[src/rtl/bcd_scan_display_n.sv]
// Binary-to-BCD converter and multiplexed common-anode 7-segment driver.
// A loaded binary value is converted by a shift-add-3 engine, one bit per
// clock. The finished result is latched for display. A prescaled scan
// counter cycles through the digits.
module bcd_scan_display_n #(
  parameter int DATA_W  = 8,
  parameter int DIGITS  = 4,
  parameter int CLK_DIV = 50000
) (
  input  logic                  clkNexys2,
  input  logic                  Reset,
  input  logic                  load,
  input  logic [DATA_W-1:0]     value,
  input  logic                  blank_lz,
  output logic                  busy,
  output logic                  ovf,
  output logic [4*DIGITS-1:0]   bcd_out,
  output logic [DIGITS-1:0]     anodoComun,
  output logic [7:0]            ledsDisplay
);

  localparam int ACC_W = 4 * (DIGITS + 1);
  localparam int CNT_W = $clog2(DATA_W + 1);
  localparam int PRE_W = $clog2(CLK_DIV);
  localparam int IDX_W = (DIGITS > 1) ? $clog2(DIGITS) : 1;

  typedef enum logic {IDLE, SHIFT} state_t;

  state_t              state, state_nxt;
  logic [DATA_W-1:0]   shreg, sh_nxt;
  logic [ACC_W-1:0]    acc, acc_adj, acc_nxt;
  logic [CNT_W-1:0]    cnt;
  logic                last;
  logic [PRE_W-1:0]    presc;
  logic [IDX_W-1:0]    idx;
  logic [DIGITS-1:0]   blank;
  logic [3:0]          cur;

  assign last = (cnt == CNT_W'(DATA_W - 1));

  // FSM state register
  always_ff @(posedge clkNexys2) begin
    if (Reset) state <= IDLE;
    else       state <= state_nxt;
  end

  // FSM next-state logic
  always_comb begin
    state_nxt = state;
    case (state)
      IDLE:    if (load) state_nxt = SHIFT;
      SHIFT:   if (last) state_nxt = IDLE;
      default: state_nxt = IDLE;
    endcase
  end

  // FSM outputs
  always_comb begin
    busy = (state == SHIFT);
  end

  // Add-3 correction on every accumulator nibble, then one-bit left shift
  always_comb begin
    acc_adj = '0;
    for (int unsigned i = 0; i < DIGITS + 1; i++) begin
      if (acc[4*i +: 4] >= 4'd5) acc_adj[4*i +: 4] = acc[4*i +: 4] + 4'd3;
      else                       acc_adj[4*i +: 4] = acc[4*i +: 4];
    end
    {acc_nxt, sh_nxt} = {acc_adj[ACC_W-2:0], shreg, 1'b0};
  end

  // Conversion datapath; result and overflow update only on the final shift
  always_ff @(posedge clkNexys2) begin
    if (Reset) begin
      shreg   <= '0;
      acc     <= '0;
      cnt     <= '0;
      bcd_out <= '0;
      ovf     <= 1'b0;
    end else begin
      case (state)
        IDLE: begin
          if (load) begin
            shreg <= value;
            acc   <= '0;
            cnt   <= '0;
          end
        end
        SHIFT: begin
          shreg <= sh_nxt;
          acc   <= acc_nxt;
          cnt   <= cnt + 1'b1;
          if (last) begin
            bcd_out <= acc_nxt[4*DIGITS-1:0];
            ovf     <= |acc_nxt[ACC_W-1 -: 4];
          end
        end
        default: ;
      endcase
    end
  end

  // Refresh prescaler and digit scan index
  always_ff @(posedge clkNexys2) begin
    if (Reset) begin
      presc <= '0;
      idx   <= '0;
    end else if (presc == PRE_W'(CLK_DIV - 1)) begin
      presc <= '0;
      idx   <= (idx == IDX_W'(DIGITS - 1)) ? '0 : idx + 1'b1;
    end else begin
      presc <= presc + 1'b1;
    end
  end

  // Leading-zero map: digits above the most significant nonzero digit
  always_comb begin
    logic seen;
    seen  = 1'b0;
    blank = '0;
    for (int unsigned j = 0; j < DIGITS; j++) begin
      if (bcd_out[4*(DIGITS-1-j) +: 4] != 4'd0) seen = 1'b1;
      blank[DIGITS-1-j] = !seen && (j != DIGITS - 1);
    end
  end

  // Anode select and segment pattern for the scanned digit
  always_comb begin
    anodoComun      = '1;
    anodoComun[idx] = 1'b0;
    cur             = bcd_out[4*int'(idx) +: 4];
    if (ovf) begin
      ledsDisplay = 8'hFD;
    end else if (blank_lz && blank[idx]) begin
      ledsDisplay = 8'hFF;
    end else begin
      case (cur)
        4'd0:    ledsDisplay = 8'h03;
        4'd1:    ledsDisplay = 8'h9F;
        4'd2:    ledsDisplay = 8'h25;
        4'd3:    ledsDisplay = 8'h0D;
        4'd4:    ledsDisplay = 8'h99;
        4'd5:    ledsDisplay = 8'h49;
        4'd6:    ledsDisplay = 8'h41;
        4'd7:    ledsDisplay = 8'h1F;
        4'd8:    ledsDisplay = 8'h01;
        4'd9:    ledsDisplay = 8'h09;
        default: ledsDisplay = 8'hFF;
      endcase
    end
  end

endmodule

[config.mk]
export PLATFORM = sky130hd
export DESIGN_NAME = bcd_scan_display_n
export DESIGN_NICKNAME = d
export VERILOG_FILES = /design/src/rtl/bcd_scan_display_n.sv
export SDC_FILE = /design/constraint.sdc
export NUM_CORES = 1
export LEC_CHECK = 0
export CAP_MARGIN = 20
export CORE_ASPECT_RATIO = 1.5
export CORE_MARGIN = 2
export CORE_UTILIZATION = 25
export DETAILED_ROUTE_END_ITERATION = 6
export GPL_ROUTABILITY_DRIVEN = 0
export HOLD_SLACK_MARGIN = 0.05
export SLEW_MARGIN = 20
export SYNTH_ARGS = -nofsm -noshare
export SYNTH_HDL_FRONTEND = slang
export SYNTH_SLANG_ARGS = --single-unit
export TNS_END_PERCENT = 50
[constraint.sdc]
create_clock -name clkNexys2 -period 2.27 [get_ports clkNexys2]
set_input_delay 0.3405 -clock clkNexys2 [delete_from_list [all_inputs] [get_ports clkNexys2]]
set_output_delay 0.3405 -clock clkNexys2 [all_outputs]
set_load 0.005 [all_outputs]
==> results.md <==
* Final layout net count at 540
* Leftover overflow at the end of global routing at 0
* Critical path fanouts, max at 4
* Number of synthesized flops with an enable pin at 0
* Final critical-path required period at 2380 ps
* Final setup margin at -108 ps
* Violation count after the first detailed-routing iteration at between 100 and 150
* Actual slew at the worst max-slew pin at a little under 600 ps
* Worst reg2reg path depth at 5
* Share of the synthesized area in the top cell type at approximately 38%
* Crit path kind: flop to output port
* Post-Syn Area per Cell at a little over 8 um^2
* CTS Buf Count at 9
* Unique masters post-synth at between 40 and 50
* Number of placed instances, taps included at 680
* Fraction of the cycle the final worst path needs at 105%
* Highest cell delay on the worst timing path at ~550 ps
* Leak at between 1.5 and 2 nW
* Cell at the slowest stage of the critical path: mux4_2
* Final Slew Violations at 0
* Core area at between 0.01 and 0.015 mm^2
* TritonCTS clock tree: built
* Worst min-delay path startpoint: presc[0]$_SDFF_PP0_
* Detail Placement HPWL at 5990 um
* Peak ir drop on the vdd network at 0.000350 V
* Async set-or-reset flop fraction in the synthesized netlist at 0%
* Vias after detailed routing at 3166
* Post-detailed-route via-to-cell ratio at between 4 and 5
* Hold violation count in the final report at 0
* Max Freq at 421 MHz
* Count of state elements after synthesis at about 70
* Synthesized cell area at roughly 0.0036 mm^2
* Clock Latency Late Sink at about 340 ps
* Syn Inst Count at between 400 and 500
* Cell Rows at 53
* Clock slew seen by the registers of the worst setup and hold paths at approximately 60 ps
* Worst relative slew slack at 60.3%
* Warnings, synthesis at 0
* Root Buffer Master: clkbuf_16
* Outcome: finished with violations
* Data required time of the worst path at 1930 ps
* Antenna violation net count after detailed routing at 0
* H-tree lvl count at 3
* Die width at 102 um
* Die height at 151 um
* Top flip-flop cell by instance count after synthesis: dfxtp_1
* Port bufs at 40
* Num Clock Sinks at 68
* CP startpoint: idx[0]$_SDFFE_PP0P_
* Final-layout worst hold slack at between 400 and 500 ps
* Synthesis-to-layout area growth at 34.4%
* Power density normalized to cell area at about 600 mW/mm^2
* Largest net degree at the start of global routing at 53
* Critical Path Sink Type: output port
* Cells on Worst Hold Path at 1
* Diode insertion count for antenna repair at 0
* Total track usage at between 10% and 20%
* Floorplan die area at roughly 0.015 mm^2
* Syn Nets at roughly 470
* DR DRC count at 0
* Total routed wirelength at around 8400 um
* Hold/Removal Path Class: flop to flop
* Clock skew after layout at about 5.3 ps
* Crit start category: flop
* First-pass GRT wire length at about 14000 um
* Effective utilization at floorplan at 25.6%
* Layout cell share with drive strength beyond 1 at about 18%
* FILL cells at roughly 1400
* Cell breakdown of the critical path: mux4_2 > ha_2 > or2_4 > a21oi_2 > o21ai_1 > buf_2
* Internal reg-to-reg setup slack at approximately 480 ps
* Via count of the first global-routing pass at ~3100
* Proportion of synthesized chip area in sequential cells at a little under two fifths
* Setup-failing EPs final at 6
* Setup repair after global routing missed its margin: true
* I/O pin cnt at 42
* Startpoint of the most critical register-to-register path: presc[0]$_SDFF_PP0_
* Final cell count without fillers at about 700
* Cell type with the highest aggregate area in the netlist: dfxtp_1
* Failing checks: negative setup slack
* Max_cap viols at 0
* Clk buf depth at 2
* Post-cts hold buffer count at 0
* Top area cells in the synthesized netlist: dfxtp_1 (38%), ha_1 (7.7%), nor2_1 (7.2%)
* Final routed wire length divided by cell count at approximately 12 um
* Data arrival, critical path at just over 2000 ps
* Count of TritonRoute iterations in the first routing pass at 4
* Initial antenna violation count at 0
## layout make-up
type	count	area [um^2]	share of cell area [%]
clock buffer	10	239	4.96
clock inverter	6	111	2.31
inverter	22	82.6	1.71
multi-input combinational	326	2110	43.7
sequential	68	1370	28.3
tap	192	240	4.98
timing repair buffer	79	672	13.9
## cell usage after synthesis, types with 3 or more instances
master    count
a311oi_1      4
nand4_1       3
clkbuf_1     13
mux2i_1      17
xor2_1        3
nor4_1        4
o21ai_1       5
o21ai_0      10
nor2b_1       4
nand2_1      40
a211oi_1      7
ha_1         22
xnor2_1      17
a21oi_1      48
and3_1        3
nor3b_1      13
dfxtp_1      68
nor2_1       69
nand2b_1      7
buf_2         7
nor3_1       18
inv_1        22
nand3_1      11
o21ba_2       3
## sequential cells by signal (all words and copies together), names as in the netlist
name     flops
busy         1
acc         20
shreg        8
cnt          4
bcd_out     16
idx          2
ovf          1
presc       16
## cells in the final DEF (no fill, tap or decap), types with 3 or more instances in the layout
cell and n:
buf_4 34, mux2i_1 17, a311oi_1 4, bufinv_16 3
mux4_2 3, clkbuf_16 9, nand2b_1 7, buf_2 7
clkdlybuf4s50_1 32, a211oi_1 4, nor3_1 18, inv_1 20
nor2b_1 4, o21ba_2 3, ha_1 18, o21ai_0 9
nand2_1 40, nand4_1 3, dfxtp_1 66, buf_6 5
nor4_1 4, a21oi_1 45, nand3_1 11, xor2_1 3
xnor2_1 17, and3_1 3, a21oi_2 3, a211oi_2 3
o21ai_1 5, nor2_1 67, nor3b_1 13, ha_4 3
## routing by layer
metal | wire length, um | up-vias | GRT usage (%) | share of wire [%]
li1 | - | 1645 | - | -
met5 | 0 | - | 0 | 0
met4 | 229 | 0 | 7.16 | 2.7
met2 | 4260 | 60 | 20.2 | 51
met1 | 3630 | 1447 | 12.6 | 43
met3 | 275 | 14 | 2.04 | 3.3
## timing repair
item / 4_1_cts / 5_1_grt
buffers inserted: 5 / 2
endpoints found under the setup margin: 7 / 7
hold endpoints to repair: 0 / 0
pin swaps: 10 / 4
resized for setup: 45 / 11
gates cloned: 0 / 0
## worst max-delay path: cells and delay by family (launching register included)
kind,cells,cell delay [ps]
compound gates,2,190
fa+ha+maj,1,210
buf+inv,1,150
flops,1,370
mux,1,550
simple gates,1,240
## power breakdown
part / internal, mW / switching (mW)
logic: 0.0536 / 0.0664
clock network: 1.10 / 0.514
registers: 1.21 / 0.0189
total: 2.36 / 0.599
## through the flow
step	total power [mW]	area, um^2	util [%]	TNS (ps)	setup WS, ps
floorplan	1.33	3590	-	0	102
global placement	1.37	4350	31.1	-1430	-299
detailed placement	1.38	4350	31.1	-1730	-296
CTS	3.02	4780	34.2	-644	-120
global route	3.08	4820	34.4	-1120	-194
finish	2.96	4820	34.4	-479	-108
## worst paths after layout
kind | end
worst max-delay path | ledsDisplay[2]
worst min-delay path | presc[0]$_SDFF_PP0_
worst max register to register | presc[6]$_SDFF_PP0_
worst min register to register | presc[0]$_SDFF_PP0_
## cells by family (layout without fill, tap and decap cells)
logic type                 after synthesis  count (layout)  share of synthesized area [%]
AOI/OAI and AO/OA                       82              82                           13.2
adders and majority gates               22              22                           7.68
buffers and inverters                   46             117                           5.41
other                                    1               1                          0.105
muxes                                   21              21                           7.05
DFF                                     68              68                           38.0
xor gates and xnor gates                20              20                           4.88
and+or+nand+nor                        180             180                           23.8
(Power assumes the default switching activity.)
